[src/rtl/cla_bist_ctrl_if.sv]
// Operand/result and control bundle between a cla_bist_ctrl and the
// environment around it. master = controller side, slave = stimulus/adder side.
interface cla_bist_ctrl_if #(
  parameter int WIDTH = 6,
  parameter int ERR_W = 16
);
  logic                 i_start;
  logic                 i_mode;
  logic [2*WIDTH-1:0]   i_seed;
  logic [2*WIDTH-1:0]   i_num_vec;
  logic [WIDTH-1:0]     o_add1;
  logic [WIDTH-1:0]     o_add2;
  logic [WIDTH:0]       i_result;
  logic                 o_busy;
  logic                 o_done;
  logic                 o_pass;
  logic [ERR_W-1:0]     o_err_cnt;
  logic [3*WIDTH:0]     o_fail_vec;

  modport master (
    input  i_start, i_mode, i_seed, i_num_vec, i_result,
    output o_add1, o_add2, o_busy, o_done, o_pass, o_err_cnt, o_fail_vec
  );

  modport slave (
    output i_start, i_mode, i_seed, i_num_vec, i_result,
    input  o_add1, o_add2, o_busy, o_done, o_pass, o_err_cnt, o_fail_vec
  );
endinterface

[src/rtl/cla_bist_ctrl.sv]
// BIST sequencer for one cla_Nbit adder: exhaustive or Galois-LFSR operand sweep.
// Optional BIST_STOP_ON_FAIL_EN ends the run at the first mismatching vector.
module cla_bist_ctrl #(
  parameter int                 WIDTH      = 6,
  parameter int                 SETTLE_CYC = 1,
  parameter int                 ERR_W      = 16,
  parameter logic [2*WIDTH-1:0] LFSR_TAPS  = (2*WIDTH)'('h053)
)(
  input  logic            i_clk,
  input  logic            i_rst_n,
  cla_bist_ctrl_if.master io_bus
);

  localparam int VW = 2 * WIDTH;
  localparam int CW = VW + 1;
  localparam int SW = $clog2(SETTLE_CYC + 1);

  // States: IDLE wait start | SETTLE hold operands | CHECK compare, step | DONE report
  typedef enum logic [1:0] {
    S_IDLE,
    S_SETTLE,
    S_CHECK,
    S_DONE
  } state_t;

  state_t             r_state;
  logic               r_mode;
  logic [VW-1:0]      r_vec;
  logic [CW-1:0]      r_vec_rem;
  logic [SW-1:0]      r_settle;
  logic               r_busy;
  logic               r_done;
  logic               r_pass;
  logic [ERR_W-1:0]   r_err_cnt;
  logic [3*WIDTH:0]   r_fail_vec;

  logic [WIDTH-1:0]   w_a;
  logic [WIDTH-1:0]   w_b;
  logic [WIDTH:0]     w_expected;
  logic               w_mismatch;
  logic               w_last;
  logic               w_end;
  logic               w_err_sat;
  logic [VW-1:0]      w_lfsr_next;
  logic [VW-1:0]      w_vec_next;
  logic [VW-1:0]      w_seed;
  logic [CW-1:0]      w_num_vec;

  assign w_a        = r_vec[VW-1:WIDTH];
  assign w_b        = r_vec[WIDTH-1:0];
  assign w_expected = {1'b0, w_a} + {1'b0, w_b};
  assign w_mismatch = (io_bus.i_result != w_expected);
  assign w_last     = (r_vec_rem == CW'(1));
  assign w_err_sat  = &r_err_cnt;

  assign w_lfsr_next = {r_vec[VW-2:0], 1'b0} ^ (r_vec[VW-1] ? LFSR_TAPS : '0);
  assign w_vec_next  = r_mode ? w_lfsr_next : r_vec + VW'(1);
  assign w_seed      = (io_bus.i_seed == '0) ? VW'(1) : io_bus.i_seed;
  // Full sweep length 2^VW needs the extra bit; a zero count also means full sweep.
  assign w_num_vec   = (io_bus.i_mode && io_bus.i_num_vec != '0) ?
                       {1'b0, io_bus.i_num_vec} : {1'b1, {VW{1'b0}}};

`ifdef BIST_STOP_ON_FAIL_EN
  assign w_end = w_last || w_mismatch;
`else
  assign w_end = w_last;
`endif

  always_ff @(posedge i_clk or negedge i_rst_n) begin
    if (!i_rst_n) begin
      r_state    <= S_IDLE;
      r_mode     <= 1'b0;
      r_vec      <= '0;
      r_vec_rem  <= '0;
      r_settle   <= '0;
      r_busy     <= 1'b0;
      r_done     <= 1'b0;
      r_pass     <= 1'b0;
      r_err_cnt  <= '0;
      r_fail_vec <= '0;
    end else begin
      case (r_state)
        S_IDLE: begin
          r_done <= 1'b0;
          if (io_bus.i_start) begin
            r_mode     <= io_bus.i_mode;
            r_vec      <= io_bus.i_mode ? w_seed : '0;
            r_vec_rem  <= w_num_vec;
            r_settle   <= SW'(SETTLE_CYC);
            r_err_cnt  <= '0;
            r_fail_vec <= '0;
            r_pass     <= 1'b0;
            r_busy     <= 1'b1;
            r_state    <= S_SETTLE;
          end
        end
        S_SETTLE: begin
          if (r_settle == SW'(1)) begin
            r_state <= S_CHECK;
          end else begin
            r_settle <= r_settle - SW'(1);
          end
        end
        S_CHECK: begin
          if (w_mismatch) begin
            if (!w_err_sat) begin
              r_err_cnt <= r_err_cnt + ERR_W'(1);
            end
            if (r_err_cnt == '0) begin
              r_fail_vec <= {w_a, w_b, io_bus.i_result};
            end
          end
          if (w_end) begin
            r_state <= S_DONE;
          end else begin
            r_vec     <= w_vec_next;
            r_vec_rem <= r_vec_rem - CW'(1);
            r_settle  <= SW'(SETTLE_CYC);
            r_state   <= S_SETTLE;
          end
        end
        S_DONE: begin
          r_done  <= 1'b1;
          r_busy  <= 1'b0;
          r_pass  <= (r_err_cnt == '0);
          r_state <= S_IDLE;
        end
        default: r_state <= S_IDLE;
      endcase
    end
  end

  assign io_bus.o_add1     = w_a;
  assign io_bus.o_add2     = w_b;
  assign io_bus.o_busy     = r_busy;
  assign io_bus.o_done     = r_done;
  assign io_bus.o_pass     = r_pass;
  assign io_bus.o_err_cnt  = r_err_cnt;
  assign io_bus.o_fail_vec = r_fail_vec;

endmodule

[src/flat_wrapper.sv]
// flat-port wrapper written by rule: the top's interface ports become plain ports
module cla_bist_ctrl_flat 
#(
  parameter int                 WIDTH      = 6,
  parameter int                 SETTLE_CYC = 1,
  parameter int                 ERR_W      = 16,
  parameter logic [2*WIDTH-1:0] LFSR_TAPS  = (2*WIDTH)'('h053)
)
  (i_clk, i_rst_n, io_bus_i_start, io_bus_i_mode, io_bus_i_seed, io_bus_i_num_vec, io_bus_i_result, io_bus_o_add1, io_bus_o_add2, io_bus_o_busy, io_bus_o_done, io_bus_o_pass, io_bus_o_err_cnt, io_bus_o_fail_vec);
  cla_bist_ctrl_if #(.WIDTH(WIDTH), .ERR_W(ERR_W)) io_bus_i ();
  input  logic i_clk;
  input  logic i_rst_n;
  input wire logic [$bits(io_bus_i.i_start)-1:0] io_bus_i_start;
  input wire logic [$bits(io_bus_i.i_mode)-1:0] io_bus_i_mode;
  input wire logic [$bits(io_bus_i.i_seed)-1:0] io_bus_i_seed;
  input wire logic [$bits(io_bus_i.i_num_vec)-1:0] io_bus_i_num_vec;
  input wire logic [$bits(io_bus_i.i_result)-1:0] io_bus_i_result;
  output wire logic [$bits(io_bus_i.o_add1)-1:0] io_bus_o_add1;
  output wire logic [$bits(io_bus_i.o_add2)-1:0] io_bus_o_add2;
  output wire logic [$bits(io_bus_i.o_busy)-1:0] io_bus_o_busy;
  output wire logic [$bits(io_bus_i.o_done)-1:0] io_bus_o_done;
  output wire logic [$bits(io_bus_i.o_pass)-1:0] io_bus_o_pass;
  output wire logic [$bits(io_bus_i.o_err_cnt)-1:0] io_bus_o_err_cnt;
  output wire logic [$bits(io_bus_i.o_fail_vec)-1:0] io_bus_o_fail_vec;
  assign io_bus_i.i_start = io_bus_i_start;
  assign io_bus_i.i_mode = io_bus_i_mode;
  assign io_bus_i.i_seed = io_bus_i_seed;
  assign io_bus_i.i_num_vec = io_bus_i_num_vec;
  assign io_bus_i.i_result = io_bus_i_result;
  assign io_bus_o_add1 = io_bus_i.o_add1;
  assign io_bus_o_add2 = io_bus_i.o_add2;
  assign io_bus_o_busy = io_bus_i.o_busy;
  assign io_bus_o_done = io_bus_i.o_done;
  assign io_bus_o_pass = io_bus_i.o_pass;
  assign io_bus_o_err_cnt = io_bus_i.o_err_cnt;
  assign io_bus_o_fail_vec = io_bus_i.o_fail_vec;
  cla_bist_ctrl #(.WIDTH(WIDTH), .SETTLE_CYC(SETTLE_CYC), .ERR_W(ERR_W), .LFSR_TAPS(LFSR_TAPS)) u_core (.i_clk(i_clk), .i_rst_n(i_rst_n), .io_bus(io_bus_i));
endmodule
[config.mk]
export PLATFORM = sky130hd
export DESIGN_NAME = cla_bist_ctrl_flat
export DESIGN_NICKNAME = d
export VERILOG_FILES = /design/src/rtl/cla_bist_ctrl_if.sv /design/src/rtl/cla_bist_ctrl.sv /design/src/flat_wrapper.sv
export SDC_FILE = /design/constraint.sdc
export NUM_CORES = 1
export LEC_CHECK = 0
export BUFFER_PORTS_ARGS = -buffer_cell sky130_fd_sc_hd__buf_2
export CORE_AREA = 4 4 94 96
export DETAILED_ROUTE_END_ITERATION = 12
export DIE_AREA = 0 0 98 100
export HOLD_SLACK_MARGIN = 0.1
export PLACE_DENSITY = 0.76
export SETUP_SLACK_MARGIN = 0.05
export SYNTH_ARGS = -nofsm -noshare
export SYNTH_HDL_FRONTEND = slang
export SYNTH_SLANG_ARGS = --single-unit
[constraint.sdc]
create_clock -name i_clk -period 3.1 [get_ports i_clk]
set_input_delay 0.155 -clock i_clk [delete_from_list [all_inputs] [get_ports i_clk]]
set_output_delay 0.155 -clock i_clk [all_outputs]
set_load 0.05 [all_outputs]
==> summary.md <==
| Metric | Value |
|---|---|
| Status | completed |
| ANT cells | 0 |
| Synth unique cells | between 60 and 70 |
| Largest net degree at the start of global routing | 49 |
| CTS tree | built |
| WS Path Type | reg -> reg |
| Crit share post-route | 0.853 |
| Synth Area in Compound Gates | 0.166 |
| Final hold violations | 0 |
| Worst hold endpoint | u_core.r_vec[1]$_DFFE_PN0P_ |
| Final Setup Violations | 0 |
| Syn Inst Count | ~500 |
| Core area | between 8000 and 9000 µm² |
| Hold path startpoint | io_bus_i_seed[1] |
| Slew HR | 0.265 |
| R2r endpoint | u_core.io_bus.o_err_cnt[12]$_DFFE_PN0P_ |
| Root Buffer Master | clkbuf_8 |
| Synth async-reset ratio | 1.00 |
| Crit-path max FO | 27 |
| Post-DRT Antenna Nets | 0 |
| WHS Path Cells | 3 |
| CP required | between 3 and 4 ns |
| Post-synth EDFFs | 0 |
| Min Tclk post-route | roughly 2.6 ns |
| Synthesized Nets | 553 |
| Clk slew on worst S/H paths | about 0.070 ns |
| Synth Area in Adders | 0.0477 |
| Reg2Reg Launch Point | u_core.r_vec[0]$_DFFE_PN0P_ |
| Iteration-0 DRC Markers | roughly 240 |
| Initial DRT Pass Iterations | 5 |
| Critical Path AT | 2.92 ns |
| R2R Setup Slk | 0.46 ns |
| PortBufs | 84 |
| Final WL | 11400 µm |
| Row count | 33 |
| Syn. warnings | 0 |
| CP endpoint kind | flip-flop |
| H-tree Lvls | 3 |
| HPWL Detailed | just over 8000 µm |
| Max-slew violations | 0 |
| Pleak | ~0.0025 µW |
| Startpoint types | flip-flop |
| Setup WS post-layout | about 0.46 ns |
| Mapped Area | 4350 µm² |
| Vias | ~4100 |
| GRT Resource Usage Total | 0.240 |
| First-pass GRT wire length | between 15000 and 20000 µm |
| Die Y | about 100 µm |
| Die area | 9800 µm² |
| Dpl ws | slightly above 0.5 ns |
| Worst r2r path cells | 11 |
| Setup_tns | 0 ns |
| Worst-Skew Late Latency | ~0.34 ns |
| Area occupied by multi-input gates | around 2400 µm² |
| Fmax | between 0.3 and 0.4 GHz |
| Unrepaired setup endpoints after global routing | no |
| # DRC | 0 |
| Clk sinks | 67 |
| Max Cap Violations | 0 |
| Final net count | approximately 650 |
| Routed vias/inst | roughly 6 |
| Area grow syn2layout | 17.8% |
| Top Ports | 85 |
| # Post-CTS Setup Buffers | 0 |
| Initial Util | 0.540 |
| Clock buffer depth | 2 |
| Total gr overflow | 0 |
| Inserted Clock Buffers | 9 |
| Post-route cell area | 5130 µm² |
| Seq cells post-synth | 67 |
| Actual slew at the worst max-slew pin | about 1.1 ns |
| Vias in the first global route | 4058 |
| Initial antenna violation count | 0 |
| Mux share of post-synthesis cell area | 0.0558 |
| Die span in x | between 90 and 100 µm |
| Filler cell count | approximately 700 |
| Final clock skew | 0.00555 ns |
| Synth Area per Inst | between 8 and 9 µm² |
| Share of cells above drive strength 1 | 0.213 |
| Largest family of logic cells by synthesized area | simple AND/OR/NAND/NOR gates |
| Prevailing post-synth register cell | dfrtp_1 |
| Final RePlAce weighted congestion | 0.941 |
| XOR/XNOR share of the synthesized area | 0.0299 |
| Maximum VDD drop | around 0.59 mV |
| Register area share after synthesis | 0.385 |
| Worst min path class | in -> reg |
| Placement Cell Area | 4840 µm² |
| FF+latch area | 1680 µm² |
| Simple-gate share of the synthesized area | 0.243 |
| Drt wl/cell | between 15 and 20 µm |
| Tot Pwr | roughly 6100 µW |
| PwrDens | 1180 nW/µm² |
[timing repair]
action                    in CTS  in global routing
hold buffers                  11                  0
hold endpoints to repair      56                  0
gates resized for setup        0                  0
[per-stage QoR]
| stage | hold slack, ns | utilization | instances |
|---|---|---|---|
| 2_1_floorplan | -0.141 | - | 502 |
| 3_3_place_gp | 0.424 | 0.602 | 679 |
| 3_5_place_dp | 0.434 | 0.602 | 679 |
| 4_1_cts | 0.111 | 0.637 | 706 |
| 5_1_grt | 0.114 | 0.637 | 706 |
| 6_report | 0.115 | 0.637 | 706 |
[worst max path at each step]
stage / to / from / slack [ns] / depth (start not counted)
2_1_floorplan: u_core.io_bus.o_fail_vec[0]$_DFFE_PN0P_ / u_core.r_vec[0]$_DFFE_PN0P_ / 0.21 / 12
3_3_place_gp: u_core.io_bus.o_err_cnt[12]$_DFFE_PN0P_ / u_core.r_vec[4]$_DFFE_PN0P_ / 0.62 / 9
3_5_place_dp: u_core.io_bus.o_err_cnt[12]$_DFFE_PN0P_ / u_core.r_vec[0]$_DFFE_PN0P_ / 0.50 / 11
4_1_cts: u_core.io_bus.o_err_cnt[12]$_DFFE_PN0P_ / u_core.r_vec[0]$_DFFE_PN0P_ / 0.47 / 11
5_1_grt: u_core.io_bus.o_err_cnt[12]$_DFFE_PN0P_ / u_core.r_vec[2]$_DFFE_PN0P_ / 0.32 / 8
6_report: u_core.io_bus.o_err_cnt[12]$_DFFE_PN0P_ / u_core.r_vec[0]$_DFFE_PN0P_ / 0.46 / 11
[critical path, stage by stage (launching register included)]
cell and delay (ns):
dfrtp_1 0.36, ha_1 0.17, inv_1 0.06, fa_1 0.40, nand3b_1 0.22, a221oi_2 0.25
a31oi_1 0.08, nand4b_1 0.15, o21ai_2 0.07, buf_4 0.22, or4_1 0.49, nand3_1 0.10
[layout by cell type, fill, tap and decap left out, drive strengths merged, types with 15 or more instances in the layout]
cell type,instances
ha,15
buf,100
o21ai,38
nand3,45
nand2,71
mux2i,22
a21oi,24
inv,35
dfrtp,67
nor2,22
and3,15
nor4,15
[cell type report]
class | count | area share
clock inverter | 2 | 0.00195
sequential | 67 | 0.327
multi-input combinational | 372 | 0.461
timing repair buffer | 111 | 0.127
tap | 105 | 0.0256
clock buffer | 14 | 0.0317
inverter | 35 | 0.0256
[flip-flops by register name, indices dropped and copies added (netlist names)]
signal,cells
u_core.io_bus.o_fail_vec,19
u_core.io_bus.o_err_cnt,16
u_core.r_vec_rem,13
u_core.r_vec,12
u_core.r_state,2
u_core.io_bus.o_busy,1
u_core.io_bus.o_done,1
u_core.io_bus.o_pass,1
u_core.r_mode,1
u_core.r_settle,1
[report_power, final]
group / internal (µW) / switching, µW
Clock: 333 / 335
Sequential: 1230 / 420
Combinational: 1220 / 2520
Total: 2790 / 3270
[cells by family (layout without fill, tap and decap cells)]
kind of cell               count (synthesis)  in the layout
xor gates and xnor gates                  14             14
muxes                                     24             24
AOI/OAI and AO/OA                        110            110
and+or+nand+nor                          208            208
adders and majority gates                 16             16
buffers and inverters                     63            162
DFF                                       67             67
[synthesized netlist by cell type (all sizes together) (6+ instances only)]
cell / count / area (µm²)
a31oi: 9 / 56.3
nor3: 9 / 55.1
mux2i: 22 / 220
or4: 7 / 52.6
nand3: 45 / 225
nor4: 15 / 93.8
a211oi: 6 / 45.0
buf: 11 / 95.1
xor2: 8 / 77.6
and3: 15 / 93.8
o21ai: 38 / 194
xnor2: 6 / 52.6
nor2: 22 / 82.6
clkbuf: 15 / 66.3
nand2: 71 / 283
a21oi: 24 / 124
inv: 35 / 131
dfrtp: 67 / 1680
ha: 15 / 188
[per-layer routing]
layer  vias to the layer above  GRT usage  routed length (µm)
met5                         -          0                   0
met4                         0     0.0990                 240
met3                        15     0.0479                 630
met2                       139      0.403                5650
met1                      1999      0.305                4880
li1                       1983          -                   -
(Power assumes the default switching activity.)
